$ cat src/rtl/uart_rx_framer.sv
// UART receive framer: start/data/stop framing driven by a mid-bit baud pulse.
// Optional even-parity bit is enabled by defining UART_RX_PARITY_EN.
module uart_rx_framer #(
    parameter int DATA_BITS = 8
) (
    input  logic                 clk,
    input  logic                 rst,
    input  logic                 rxd,
    input  logic                 clk_bps,
    output logic                 bps_start,
    output logic [DATA_BITS-1:0] rx_data,
    output logic                 rx_valid,
    output logic                 frame_err,
    output logic                 busy
);

    typedef enum logic [2:0] {
        S_IDLE,
        S_START,
        S_DATA,
`ifdef UART_RX_PARITY_EN
        S_PARITY,
`endif
        S_STOP
    } state_t;

    localparam logic [2:0] LAST_BIT = 3'(DATA_BITS - 1);

    state_t               r_state;
    logic                 r_sync1;
    logic                 r_sync2;
    logic                 r_prev;
    logic [DATA_BITS-1:0] r_shift;
    logic [2:0]           r_bit_cnt;
    logic                 r_par_err;

    logic w_rxd_s;
    logic w_fall;

    assign w_rxd_s = r_sync2;
    assign w_fall  = r_prev & ~r_sync2;
    assign busy    = bps_start;

    always_ff @(posedge clk) begin
        if (rst) begin
            r_state   <= S_IDLE;
            r_sync1   <= 1'b1;
            r_sync2   <= 1'b1;
            r_prev    <= 1'b1;
            r_shift   <= '0;
            r_bit_cnt <= '0;
            r_par_err <= 1'b0;
            bps_start <= 1'b0;
            rx_data   <= '0;
            rx_valid  <= 1'b0;
            frame_err <= 1'b0;
        end else begin
            r_sync1   <= rxd;
            r_sync2   <= r_sync1;
            r_prev    <= r_sync2;
            rx_valid  <= 1'b0;
            frame_err <= 1'b0;
            case (r_state)
                S_IDLE: begin
                    if (w_fall) begin
                        r_state   <= S_START;
                        bps_start <= 1'b1;
                    end
                end
                S_START: begin
                    if (clk_bps) begin
                        r_par_err <= 1'b0;
                        r_bit_cnt <= '0;
                        if (!w_rxd_s) begin
                            r_state <= S_DATA;
                        end else begin
                            // glitch on the line: abandon quietly
                            r_state   <= S_IDLE;
                            bps_start <= 1'b0;
                        end
                    end
                end
                S_DATA: begin
                    if (clk_bps) begin
                        r_shift <= {w_rxd_s, r_shift[DATA_BITS-1:1]};
                        if (r_bit_cnt == LAST_BIT) begin
                            r_bit_cnt <= '0;
`ifdef UART_RX_PARITY_EN
                            r_state   <= S_PARITY;
`else
                            r_state   <= S_STOP;
`endif
                        end else begin
                            r_bit_cnt <= r_bit_cnt + 3'd1;
                        end
                    end
                end
`ifdef UART_RX_PARITY_EN
                S_PARITY: begin
                    if (clk_bps) begin
                        r_par_err <= ^{r_shift, w_rxd_s};
                        r_state   <= S_STOP;
                    end
                end
`endif
                S_STOP: begin
                    if (clk_bps) begin
                        if (w_rxd_s && !r_par_err) begin
                            rx_data  <= r_shift;
                            rx_valid <= 1'b1;
                        end else begin
                            frame_err <= 1'b1;
                        end
                        r_state   <= S_IDLE;
                        bps_start <= 1'b0;
                    end
                end
                default: begin
                    r_state   <= S_IDLE;
                    bps_start <= 1'b0;
                end
            endcase
        end
    end

endmodule

$ cat config.mk
export PLATFORM = sky130hd
export DESIGN_NAME = uart_rx_framer
export DESIGN_NICKNAME = d
export VERILOG_FILES = /design/src/rtl/uart_rx_framer.sv
export SDC_FILE = /design/constraint.sdc
export NUM_CORES = 1
export LEC_CHECK = 0
export BUFFER_PORTS_ARGS = -buffer_cell sky130_fd_sc_hd__buf_2
export CORE_ASPECT_RATIO = 0.8
export CORE_MARGIN = 2
export CORE_UTILIZATION = 48
export DETAILED_ROUTE_END_ITERATION = 7
export GPL_TIMING_DRIVEN = 1
export PLACE_DENSITY = 0.77
export SYNTH_ARGS = -nofsm -noshare
export SYNTH_HDL_FRONTEND = slang
export SYNTH_SLANG_ARGS = --single-unit
$ cat constraint.sdc
create_clock -name clk -period 1.3 [get_ports clk]
set_clock_uncertainty 0.2 [all_clocks]
set_input_delay 0.26 -clock clk [delete_from_list [all_inputs] [get_ports clk]]
set_output_delay 0.26 -clock clk [all_outputs]
set_load 0.01 [all_outputs]
==> impl_metrics.py <==
metrics = {
    "hold_path": {
        "min_path_type": "input port to flop",
    },
    "floorplan": {
        "die_y_um": 45.7,
        "die_width_um": 56.1,
        "initial_core_util_pct": 49.6,
        "pin_count": 16,
        "rows": 15,
        "core_area_mm2": 0.00210,
        "die_area_mm2": 0.00257,
    },
    "detailed_routing": {
        "wl_met2_um": 847,
        "wl_met3_um": 76,
        "ant_nets": 0,
        "viasPerCell": 5.17,
        "vias": 838,
        "drt-initial-drc-count": 4,
        "drc": 0,
        "highest_layer": "met4",
        "wl_met1_um": 898,
        "firstDrtPassIters": 2,
        "avgRoutedWirePerCell_um": 11.6,
        "wirelength_um": 1880,
    },
    "synth": {
        "synth-seq-cells": 27,
        "yosysWarnings": 0,
        "synth_flop_cell": "dfxtp_1",
        "netlist-cell-type-count": 23,
        "syn_area_per_cell_um2": 9.23,
        "async_reset_ff_share_pct": 0,
        "syn-cell-area_mm2": 0.00104,
        "synth_top_cell_by_area": "dfxtp_1",
        "yosys-top-cells-area": "dfxtp_1, mux2i_1, nand2_1",
        "synth.most_common_cell": "dfxtp_1",
        "ys_seq_area_share_pct": 51.8,
        "synth_common_cells": "dfxtp_1, nand2_1, nor2_1",
        "synth-edff-count": 0,
        "syn_nets": 119,
        "synth_top_area_share_pct": 51.8,
        "syn_inst": 113,
    },
    "sta": {
        "worst_pin_slew_ns": 0.254,
        "fin_crit_sh_pct": 103,
        "setup_slack_ns": -0.0379,
        "hold_violations": 0,
        "rsz0062_at_grt": "true",
        "finalSetupViolations": 2,
        "tns_ns": -0.0641,
        "slew_viol_final": 0,
        "slew_headroom_pct": 83.0,
        "fmax_mhz": 747,
        "fin_hold_ws_ns": 0.0107,
        "fin_crit_ns": 1.34,
    },
    "clocking": {
        "cts_tree": "built",
        "cts.sinks": 27,
        "ctsHtreeMaxLevel": 1,
        "worstSkewPairLatency_ns": 0.32,
        "root_buffer": "clkbuf_4",
        "numCtsBuffers": 3,
        "clkTransAtPathRegs_ns": 0.14,
        "cts_buffer_depth": 2,
    },
    "pwr": {
        "ir_drop_uv": 998,
        "switching_share_pct": 21.8,
        "power_density_mw_per_mm2": 966,
        "switchingPower_uw": 275,
        "p_leak_nw": 0.590,
        "p_clk_share_pct": 27.6,
        "internal-power_uw": 988,
        "comb_power_share_pct": 5.9,
        "power_frac_seq_pct": 66.6,
    },
    "cells_and_area": {
        "stdcell_area_mm2": 0.00131,
        "area_growth_pct": 25.3,
        "utilization_pct": 62.2,
        "final_nets": 144,
        "antenna_cells": 0,
        "num-fill-cells": 181,
        "drive_above_1_share_pct": 38.0,
        "final_cells": 162,
    },
    "global_routing": {
        "overflow": 0,
        "grt_pass1_vias": 693,
        "antenna_found_initial": 0,
        "gr-usage-all-layers_pct": 15.8,
        "grt_max_degree": 23,
        "grt_pass1_wl_um": 3050,
    },
    "worst_setup_path": {
        "crit_fanout": 2,
        "crit_type": "flop to flop",
        "cp-start-kind": "flop",
        "reg2reg_slack_ns": -0.04,
        "required_ns": 1.36,
        "cp-end-kind": "flop",
        "crit_arrival_ns": 1.40,
    },
    "status": {
        "status": "complete, but fails checks",
        "failed_checks": "setup timing",
    },
    "placement": {
        "detailed_place_hpwl_um": 1300,
        "dpl.cell_count": 153,
        "port_buffers": 15,
        "gp_congestion": 0.761,
        "postPlaceCellArea_mm2": 0.00120,
    },
    "job": {
        "drv_cap": 0,
    },
}
cells in the final DEF, fill, tap and decap left out, types with 2 or more instances in the layout:
cell and n:
a21oi_1 10, a31oi_1 3, buf_12 2, buf_2 14, buf_4 10, clkbuf_4 3
dfxtp_1 14, dfxtp_2 13, dlygate4sd3_1 2, ha_4 2, inv_1 2, mux2i_1 9
nand2_1 21, nand3_1 5, nand3b_1 2, nor2_1 12, or2_2 3
logic make-up after synthesis:
group	synth area share (%)
adders and majority gates	2.40
muxes	8.63
DFF	51.8
buffers and inverters	6.60
AOI/OAI and AO/OA	8.75
and+or+nand+nor	21.8
path summary, 6_finish.rpt:
path | from | endpoint | depth (start not counted)
worst min-delay path | rst | r_sync1 | 2
worst min register to register | r_sync1 | r_sync2 | 1
worst max register to register | r_bit_cnt[0] | r_bit_cnt[1] | 5
worst max-delay path | r_bit_cnt[0] | r_bit_cnt[1] | 5
timing repair:
action	in CTS	in global routing
gates resized for setup	8	11
pin swaps	2	0
endpoints found under the setup margin	15	18
hold buffers	1	1
endpoints found under the hold margin	1	1
setup buffers	0	3
per-stage QoR:
stage                     worst slack (ns)  total power, mW
after detailed placement           -0.0556            0.923
after global routing                -0.116             1.32
after CTS                          -0.0535             1.27
final                              -0.0379             1.26
after global placement             0.00355            0.922
after floorplan                   0.000799            0.903
layout make-up:
type / instances / area, µm² / share of cell area (%)
sequential: 27 / 557 / 42.6
inverter: 2 / 7.51 / 0.574
tap: 25 / 31.3 / 2.39
timing repair buffer: 29 / 216 / 16.6
clock inverter: 1 / 5.00 / 0.383
clock buffer: 3 / 22.5 / 1.72
multi-input combinational: 75 / 468 / 35.8
power by group through the flow:
stage          combinational [mW]  clock, mW  sequential [mW]
3_5_place_dp               0.0640          0            0.859
3_3_place_gp               0.0627          0            0.859
5_1_grt                    0.0814      0.396            0.843
4_1_cts                    0.0671      0.365            0.842
6_report                   0.0741      0.348            0.841
2_1_floorplan              0.0450          0            0.859
metal layers:
metal,vias to the layer above,track usage [%]
met4,0,7.14
met1,383,19.7
met5,-,0
li1,435,-
met2,13,25.6
met3,7,5.11
state kept, by name, indices dropped and copies added (netlist names):
signal and cells:
frame_err 1, rx_valid 1, r_sync2 1, r_shift 8, r_bit_cnt 3, rx_data 8, r_state 2, r_prev 1
bps_start 1, r_sync1 1
critical path, stage by stage, from the launching register on:
cell	delay, ns
dfxtp_2	0.36
ha_4	0.16
ha_4	0.16
nor3b_4	0.17
nand3_1	0.09
a31oi_1	0.13
Power figures use the tool's default switching activity.
